## config.mk

```make
export PLATFORM = sky130hd
export DESIGN_NAME = video_source_mux
export DESIGN_NICKNAME = d
export VERILOG_FILES = /design/src/rtl/video_source_mux.sv
export SDC_FILE = /design/constraint.sdc
export NUM_CORES = 1
export LEC_CHECK = 0
export ABC_AREA = 1
export BUFFER_PORTS_ARGS = -buffer_cell sky130_fd_sc_hd__buf_2
export CORE_ASPECT_RATIO = 0.6
export CORE_MARGIN = 2
export CORE_UTILIZATION = 48
export CTS_CLUSTER_DIAMETER = 200
export DETAILED_ROUTE_END_ITERATION = 16
export PLACE_DENSITY_LB_ADDON = 0.25
export SETUP_SLACK_MARGIN = 0.4
export SLEW_MARGIN = 20
export SYNTH_ARGS = -nofsm -noshare
export SYNTH_HDL_FRONTEND = slang
export SYNTH_SLANG_ARGS = --single-unit
export TNS_END_PERCENT = 100
```

## constraint.sdc

```tcl
create_clock -name clk -period 2.52 [get_ports clk]
set_input_delay 0.252 -clock clk [delete_from_list [all_inputs] [get_ports clk]]
set_output_delay 0.252 -clock clk [all_outputs]
set_load 0.01 [all_outputs]
```

## src/rtl/video_source_mux.sv

```systemverilog
// Frame-synchronous video source selector: switches the displayed source only at frame start.
// Optional black-frame insertion on a switch is enabled by defining VIDEO_SOURCE_MUX_BLANK_EN.
module video_source_mux #(
    parameter int unsigned CHANNELS     = 4,
    parameter int unsigned COLOR_WIDTH  = 8,
    parameter int unsigned SEL_WIDTH    = 3,
    parameter logic        VS_POLARITY  = 1'b0,
    parameter logic        HS_POLARITY  = 1'b0,
    parameter int unsigned BLANK_FRAMES = 2
) (
    input  logic                            clk,
    input  logic                            rst,
    input  logic                            ce,
    input  logic [SEL_WIDTH-1:0]            sel,
    input  logic [CHANNELS*COLOR_WIDTH-1:0] in_r,
    input  logic [CHANNELS*COLOR_WIDTH-1:0] in_g,
    input  logic [CHANNELS*COLOR_WIDTH-1:0] in_b,
    input  logic                            in_hs,
    input  logic                            in_vs,
    input  logic                            in_de,
    output logic [COLOR_WIDTH-1:0]          r,
    output logic [COLOR_WIDTH-1:0]          g,
    output logic [COLOR_WIDTH-1:0]          b,
    output logic                            hs,
    output logic                            vs,
    output logic                            de,
    output logic [SEL_WIDTH-1:0]            active_sel,
    output logic                            switching
);

    localparam int unsigned CNT_W = 4;

    // Elaboration-time parameter sanity checks
    if ((BLANK_FRAMES < 1) || (BLANK_FRAMES > 15)) begin : g_bad_blank_frames
        $error("BLANK_FRAMES must be in 1..15");
    end
    if ((2 ** SEL_WIDTH) <= CHANNELS) begin : g_bad_sel_width
        $error("SEL_WIDTH too small for CHANNELS");
    end

    typedef enum logic [1:0] {
        ST_RUN     = 2'd0,
        ST_PENDING = 2'd1
`ifdef VIDEO_SOURCE_MUX_BLANK_EN
        ,ST_BLANK  = 2'd2
`endif
    } state_t;

    state_t                  r_state;
    state_t                  w_state_next;
    logic [SEL_WIDTH-1:0]    r_sel_m;
    logic [SEL_WIDTH-1:0]    r_sel_s;
    logic [SEL_WIDTH-1:0]    r_target;
    logic [SEL_WIDTH-1:0]    w_target_next;
    logic [SEL_WIDTH-1:0]    r_active_sel;
    logic [SEL_WIDTH-1:0]    w_active_next;
    logic                    r_switching;
    logic                    r_vs_d;
    logic                    w_frame_start;
    logic                    w_blank;
    logic [COLOR_WIDTH-1:0]  w_r;
    logic [COLOR_WIDTH-1:0]  w_g;
    logic [COLOR_WIDTH-1:0]  w_b;
    logic [COLOR_WIDTH-1:0]  r_r;
    logic [COLOR_WIDTH-1:0]  r_g;
    logic [COLOR_WIDTH-1:0]  r_b;
    logic                    r_hs;
    logic                    r_vs;
    logic                    r_de;
`ifdef VIDEO_SOURCE_MUX_BLANK_EN
    logic [CNT_W-1:0]        r_cnt;
    logic [CNT_W-1:0]        w_cnt_next;
    logic [CNT_W-1:0]        w_cnt_inc;

    assign w_cnt_inc = r_cnt + CNT_W'(1);
    assign w_blank   = (r_state == ST_BLANK);
`else
    assign w_blank   = 1'b0;
`endif

    assign w_frame_start = (in_vs == VS_POLARITY) && (r_vs_d != VS_POLARITY);

    // Source select synchronizer and vs edge history
    always_ff @(posedge clk or posedge rst) begin
        if (rst) begin
            r_sel_m <= '0;
            r_sel_s <= '0;
            r_vs_d  <= ~VS_POLARITY;
        end else if (ce) begin
            r_sel_m <= sel;
            r_sel_s <= r_sel_m;
            r_vs_d  <= in_vs;
        end
    end

    // State register
    always_ff @(posedge clk or posedge rst) begin
        if (rst) begin
            r_state      <= ST_RUN;
            r_target     <= '0;
            r_active_sel <= '0;
            r_switching  <= 1'b0;
`ifdef VIDEO_SOURCE_MUX_BLANK_EN
            r_cnt        <= '0;
`endif
        end else if (ce) begin
            r_state      <= w_state_next;
            r_target     <= w_target_next;
            r_active_sel <= w_active_next;
            r_switching  <= (w_state_next != ST_RUN);
`ifdef VIDEO_SOURCE_MUX_BLANK_EN
            r_cnt        <= w_cnt_next;
`endif
        end
    end

    // Next state; target is frozen at frame start so a same-cycle sel change waits a frame
    always_comb begin
        w_state_next  = r_state;
        w_target_next = r_target;
        w_active_next = r_active_sel;
`ifdef VIDEO_SOURCE_MUX_BLANK_EN
        w_cnt_next    = r_cnt;
`endif
        case (r_state)
            ST_RUN: begin
                if (r_sel_s != r_active_sel) begin
                    w_state_next  = ST_PENDING;
                    w_target_next = r_sel_s;
                end
            end
            ST_PENDING: begin
                if (r_sel_s == r_active_sel) begin
                    w_state_next  = ST_RUN;
                    w_target_next = r_sel_s;
                end else if (w_frame_start) begin
`ifdef VIDEO_SOURCE_MUX_BLANK_EN
                    w_state_next  = ST_BLANK;
                    w_cnt_next    = '0;
`else
                    w_state_next  = ST_RUN;
                    w_active_next = r_target;
`endif
                end else begin
                    w_target_next = r_sel_s;
                end
            end
`ifdef VIDEO_SOURCE_MUX_BLANK_EN
            ST_BLANK: begin
                if (w_frame_start) begin
                    if (w_cnt_inc == CNT_W'(BLANK_FRAMES)) begin
                        w_state_next  = ST_RUN;
                        w_active_next = r_target;
                        w_cnt_next    = '0;
                    end else begin
                        w_cnt_next    = w_cnt_inc;
                    end
                end
            end
`endif
            default: begin
                w_state_next = ST_RUN;
            end
        endcase
    end

    // Channel mux; out-of-range selections fall through to black
    always_comb begin
        w_r = '0;
        w_g = '0;
        w_b = '0;
        for (int i = 0; i < CHANNELS; i++) begin
            if (r_active_sel == SEL_WIDTH'(i)) begin
                w_r = in_r[i*COLOR_WIDTH +: COLOR_WIDTH];
                w_g = in_g[i*COLOR_WIDTH +: COLOR_WIDTH];
                w_b = in_b[i*COLOR_WIDTH +: COLOR_WIDTH];
            end
        end
    end

    // Output pixel and timing registers
    always_ff @(posedge clk or posedge rst) begin
        if (rst) begin
            r_r  <= '0;
            r_g  <= '0;
            r_b  <= '0;
            r_hs <= ~HS_POLARITY;
            r_vs <= ~VS_POLARITY;
            r_de <= 1'b0;
        end else if (ce) begin
            r_r  <= (in_de && !w_blank) ? w_r : '0;
            r_g  <= (in_de && !w_blank) ? w_g : '0;
            r_b  <= (in_de && !w_blank) ? w_b : '0;
            r_hs <= in_hs;
            r_vs <= in_vs;
            r_de <= in_de;
        end
    end

    assign r          = r_r;
    assign g          = r_g;
    assign b          = r_b;
    assign hs         = r_hs;
    assign vs         = r_vs;
    assign de         = r_de;
    assign active_sel = r_active_sel;
    assign switching  = r_switching;

endmodule

```

* After elaboration in Yosys (flattened, before gate mapping)
Cells that the tools add are included.
Operators by class: equality and inequality tests 8, mux-type cells 23, bitwise operators 2, reductions and logical operators 7
Operators by type and width (number):
- 8-bit two-way mux | 15
- 3-bit two-way mux | 3
- 4-bit AND reduction | 2
- 3-bit by 2-bit equality test with 1-bit output, second input constant | 2
- 2-bit two-way mux | 3
- 3-bit one-hot mux with 2 select lines | 1
- 2-bit one-hot mux with 2 select lines | 1
- 2-bit nonzero test | 2
- 3-bit by 1-bit equality test with 1-bit output, second input constant | 1
- 3-bit equality test | 1
- 3-bit logical NOT | 1
- 3-bit != test | 1
- 3-bit != test, second input constant | 1
- 2-bit by 1-bit equality test with 1-bit output, second input constant | 1
- 2-bit logical NOT | 1
- 2-bit != test, second input constant | 1
- 1-bit NOT | 2
- 1-bit logical AND | 1
Word-level totals: bits in registers 42, input port bits 105, output and inout bits 31, word-level logic and storage cells 52

* Longest topological paths before layout
depth after elaboration 6, depth in mapped cells 9, mapped depth without buffers 8

* Worst setup path after synthesis
OpenSTA, ideal clock, no wires.
path type register to register, start point reg r_active_sel[0] (netlist: active_sel[0]), end point reg r_b[7] (netlist: b[7]), setup time 117 ps, arrival time 1218 ps, data required time 2403 ps, setup slack 1185 ps, stages on the path, launching flop included 9, buffers on the path 1, period minus slack after synthesis 1335 ps, cell sequence dfrtp_1 -> inv_2 -> nor2_2 -> nand2_2 -> buf_2 -> nor2_1 -> nor2_1 -> nand2_1 -> nand2_1
On the way: longest elaborated chain between the ends 6, elaborated cells on any way between the ends 9, classes of those cells eq/ne: 3; mux: 5; reduce/logical: 1
Ends and longest elaborated chain:
- start: declaration | line 55 | logic [SEL_WIDTH-1:0] r_active_sel;
- start signal: assignment | line 109 | r_active_sel <= w_active_next;
- 3-bit logical NOT | line 173 | if (r_active_sel == SEL_WIDTH'(i)) begin
- 8-bit two-way mux (3 in series) | line 173
- 8-bit two-way mux (*) | line 173
- 8-bit two-way mux (*) | line 193 | r_b <= (in_de && !w_blank) ? w_b : '0;
- end signal: assignment | line 193
- end: declaration | line 66 | logic [COLOR_WIDTH-1:0] r_b;
Every way passes the cells marked *; elsewhere a longest branch is shown, timed or not. A chain may end at the register's enable or synchronous reset.

* Final worst setup path
start point reg r_active_sel[1] (netlist: active_sel[1]), end point reg r_g[2] (netlist: g[2])
On the way: longest elaborated chain between the ends 6, elaborated cells on any way between the ends 9, classes of those cells eq/ne: 3; mux: 5; reduce/logical: 1
Ends and longest elaborated chain:
- 3-bit logical NOT | line 173
- 8-bit two-way mux (3 in series) | line 173
- 8-bit two-way mux (*) | line 173
- 8-bit two-way mux (*) | line 192 | r_g <= (in_de && !w_blank) ? w_g : '0;
- end signal: assignment | line 192
- end: declaration | line 65 | logic [COLOR_WIDTH-1:0] r_g;
Marks and branches as above.

==> insert_results.sql <==
INSERT INTO impl_metrics (metric_group, metric, value, unit) VALUES
('layout', 'antennaDiodeCount', '0', ''),
('worst_setup_path', 'reg2reg_setup_slack', '0.60', 'ns'),
('timing', 'finalHoldViolations', '0', ''),
('detailed_routing', 'detail_route.wirelength', '7560', 'um'),
('worst_setup_path', 'worst_path_max_delay_cell', 'sky130_fd_sc_hd__dfrtp_1', ''),
('synthesis', 'synth.cell_area', '2439', 'sq um'),
('power_and_ir_drop', 'power_switching_share', '44.92', '%'),
('layout', 'num-fill-cells', '467', ''),
('timing', 'worst_case_hold_slack', '0.1349', 'ns'),
('worst_setup_path', 'worstPathCellList', 'inv_2, nand2_2, inv_2, nand2_1, nand4_1, nand2_1, nand2_1', ''),
('clock_tree', 'max-clock-path-buffers', '2', ''),
('detailed_routing', 'drt-pass1-iter-count', '5', ''),
('clock_tree', 'tritoncts', 'yes', ''),
('worst_setup_path', 'crit_type', 'reg2reg', ''),
('power_and_ir_drop', 'post-layout-total-power', '3.112', 'mW'),
('synthesis', 'basic_gate_share_of_the_synthesized_area_counting_and_or_nand_and_nor_cells', '43.82', '%'),
('timing', 'final.min_clock_period', '1.916', 'ns'),
('synthesis', 'post_synth_num_cell_types', '21', ''),
('timing', 'max_freq', '0.5219', 'GHz'),
('detailed_routing', 'number_of_vias_in_the_routed_layout', '2885', ''),
('synthesis', 'postSynthRegisterBits', '42', ''),
('worst_setup_path', 'dominant_cell_type_by_count_on_the_critical_path', 'sky130_fd_sc_hd__nand2_1', ''),
('layout', 'layoutNonFillerInstCount', '559', ''),
('detailed_routing', 'drc_errors', '0', ''),
('timing', 'slew_headroom', '37.83', '%'),
('die', 'die_outline_height', '59.21', 'um'),
('synthesis', 'synth.largest_area_cell', 'sky130_fd_sc_hd__dfrtp_1', ''),
('worst_setup_path', 'crit_family', 'buffers and inverters', ''),
('die', 'initial_core_util', '48.97', '%'),
('die', 'core_region_area', '4980', 'sq um'),
('synthesis', 'synth_top_cell_area_share', '41.05', '%'),
('synthesis', 'share_of_synthesized_area_spent_on_multiplexers', '0', '%'),
('detailed_routing', 'vias_per_cell', '5.161', ''),
('clock_tree', 'clock_tree.htree_level_count', '2', ''),
('timing', 'period_share', '76.03', '%'),
('grt', 'number_of_antenna_violations_at_the_first_check_in_global_routing', '0', ''),
('worst_setup_path', 'worstPathBufferInverterCount', '2', ''),
('layout', 'area_delta_synth_final', '32.48', '%'),
('synthesis', 'compound_gate_portion_of_the_synthesized_area', '6.567', '%'),
('grt', 'grt_max_degree', '43', ''),
('power_and_ir_drop', 'vdd_ir_drop_max', '407.9', 'uV'),
('worst_setup_path', 'critical_path_arrival', '2.15', 'ns'),
('synthesis', 'synth_fp_nets', '470', ''),
('place', 'place_congestion', '0.8163', ''),
('timing', 'worst_clock_skew', '0.01194', 'ns'),
('synthesis', 'synth_area_leaders', 'sky130_fd_sc_hd__dfrtp_1 (41%), sky130_fd_sc_hd__nand2_1 (24%), sky130_fd_sc_hd__nor2_1 (7.7%)', ''),
('timing', 'rsz0062_at_grt', 'no', ''),
('clock_tree', 'clk_latency', '0.30', 'ns'),
('detailed_routing', 'drt_iter0_drc', '202', ''),
('place', 'dp_hpwl', '5488', 'um'),
('clock_tree', 'clk_transition_reported_paths', '0.09', 'ns'),
('worst_setup_path', 'highest_net_fanout_along_the_worst_path', '27', ''),
('hold_path', 'min_path_type', 'in2async', ''),
('die', 'fp-row-count', '20', ''),
('synthesis', 'ys_warn_count', '0', ''),
('clock_tree', 'cts.sinks', '42', ''),
('grt', 'first_global_vias', '2528', ''),
('layout', 'finalNetCount', '597', ''),
('worst_setup_path', 'endpoint_kind', 'flip-flop', ''),
('detailed_routing', 'postRouteAntennaNets', '0', ''),
('worst_setup_path', 'critPathLaunchType', 'flip-flop', ''),
('synthesis', 'syn_inst', '365', ''),
('run_status', 'run_status', 'finished, final reports clean', ''),
('die', 'die_area', '5685', 'sq um'),
('worst_setup_path', 'worst_r2r_endpoint', 'g[2]', ''),
('power_and_ir_drop', 'share_comb_of_total_power', '50.5', '%'),
('place', 'numPlacedInstances', '551', ''),
('timing', 'finalSetupViolations', '0', ''),
('worst_setup_path', 'worstPathRequired', '2.75', 'ns'),
('power_and_ir_drop', 'clkPwrFrac', '14.9', '%'),
('worst_setup_path', 'critical_path.max_stage_delay', '0.44', 'ns');
-- logic make-up after synthesis --
group                  count (synthesis)
AND/OR/NAND/NOR                      255
flip-flops                            42
buffers and inverters                 35
AO/OA/AOI/OAI                         32
XOR/XNOR                               1
-- flip-flops by register name, indices dropped and copies added, names as in the netlist, 2 cells and up --
| signal | flops |
|---|---|
| b | 8 |
| g | 8 |
| r | 8 |
| active_sel | 3 |
| r_sel_m | 3 |
| r_sel_s | 3 |
| r_target | 3 |
| r_state | 2 |
-- power by group through the flow --
stage	combinational (mW)	clock, mW	sequential, mW
floorplan	0.983	0	1.15
global placement	1.52	0	1.07
detailed placement	1.57	0	1.08
CTS	1.57	0.463	1.07
global route	1.77	0.494	1.10
finish	1.57	0.464	1.08
-- worst max path at each step --
stage / startpoint / to / slack (ns) / cells after the start
after detailed placement: active_sel[1] / g[3] / 0.66 / 7
final: active_sel[1] / g[2] / 0.60 / 7
after global placement: active_sel[0] / g[1] / 0.74 / 8
after floorplan: active_sel[0] / b[7] / 1.19 / 8
after global routing: active_sel[1] / b[0] / 0.42 / 7
after CTS: active_sel[1] / r[4] / 0.63 / 7
-- synth_stat cells, drive strengths merged --
cell / number
nand2: 157
nor2: 52
dfrtp: 40
nand3: 31
o21ai: 20
inv: 16
buf: 13
nand4: 13
a21oi: 12
clkbuf: 6
dfstp: 2
nand3b: 1
nor3: 1
xnor2: 1
-- final cells by class --
cell class	instances	area, sq um	share of cell area (%)
Sequential cell	42	1054	32.61
Multi-Input combinational cell	288	1237	38.30
Tap cell	66	82.58	2.556
Clock buffer	7	86.33	2.672
Clock inverter	1	5.005	0.1549
Timing Repair Buffer	139	705.7	21.84
Inverter	16	60.06	1.859
-- cells in the final DEF (no fill, tap or decap) --
| master | n |
|---|---|
| sky130_fd_sc_hd__nor3_4 | 1 |
| sky130_fd_sc_hd__clkbuf_1 | 1 |
| sky130_fd_sc_hd__buf_4 | 4 |
| sky130_fd_sc_hd__nand4_1 | 13 |
| sky130_fd_sc_hd__o21ai_0 | 6 |
| sky130_fd_sc_hd__a21oi_1 | 12 |
| sky130_fd_sc_hd__nand3b_2 | 1 |
| sky130_fd_sc_hd__inv_2 | 5 |
| sky130_fd_sc_hd__xnor2_1 | 1 |
| sky130_fd_sc_hd__dfrtp_1 | 40 |
| sky130_fd_sc_hd__o21ai_1 | 14 |
| sky130_fd_sc_hd__nand2_2 | 2 |
| sky130_fd_sc_hd__buf_2 | 135 |
| sky130_fd_sc_hd__dfstp_2 | 2 |
| sky130_fd_sc_hd__clkinv_2 | 1 |
| sky130_fd_sc_hd__nand2_1 | 155 |
| sky130_fd_sc_hd__clkbuf_8 | 6 |
| sky130_fd_sc_hd__nor2_1 | 50 |
| sky130_fd_sc_hd__inv_1 | 11 |
| sky130_fd_sc_hd__nand3_1 | 29 |
| sky130_fd_sc_hd__nor2_2 | 2 |
| sky130_fd_sc_hd__nand3_2 | 2 |
-- metal layers --
metal | wire [um] | track usage [%]
met1 | 3339 | 38.67
met2 | 3397 | 41.17
met3 | 780 | 6.616
met4 | 42 | 7.143
met5 | 0 | 0
-- per-stage QoR --
| stage | cell area [sq um] | setup WS (ns) |
|---|---|---|
| 5_1_grt | 3231 | 0.4159 |
| 2_1_floorplan | 2439 | 1.185 |
| 6_report | 3231 | 0.6041 |
| 4_1_cts | 3231 | 0.6309 |
| 3_5_place_dp | 3139 | 0.6562 |
| 3_3_place_gp | 3139 | 0.7369 |
Power figures use the tool's default switching activity.
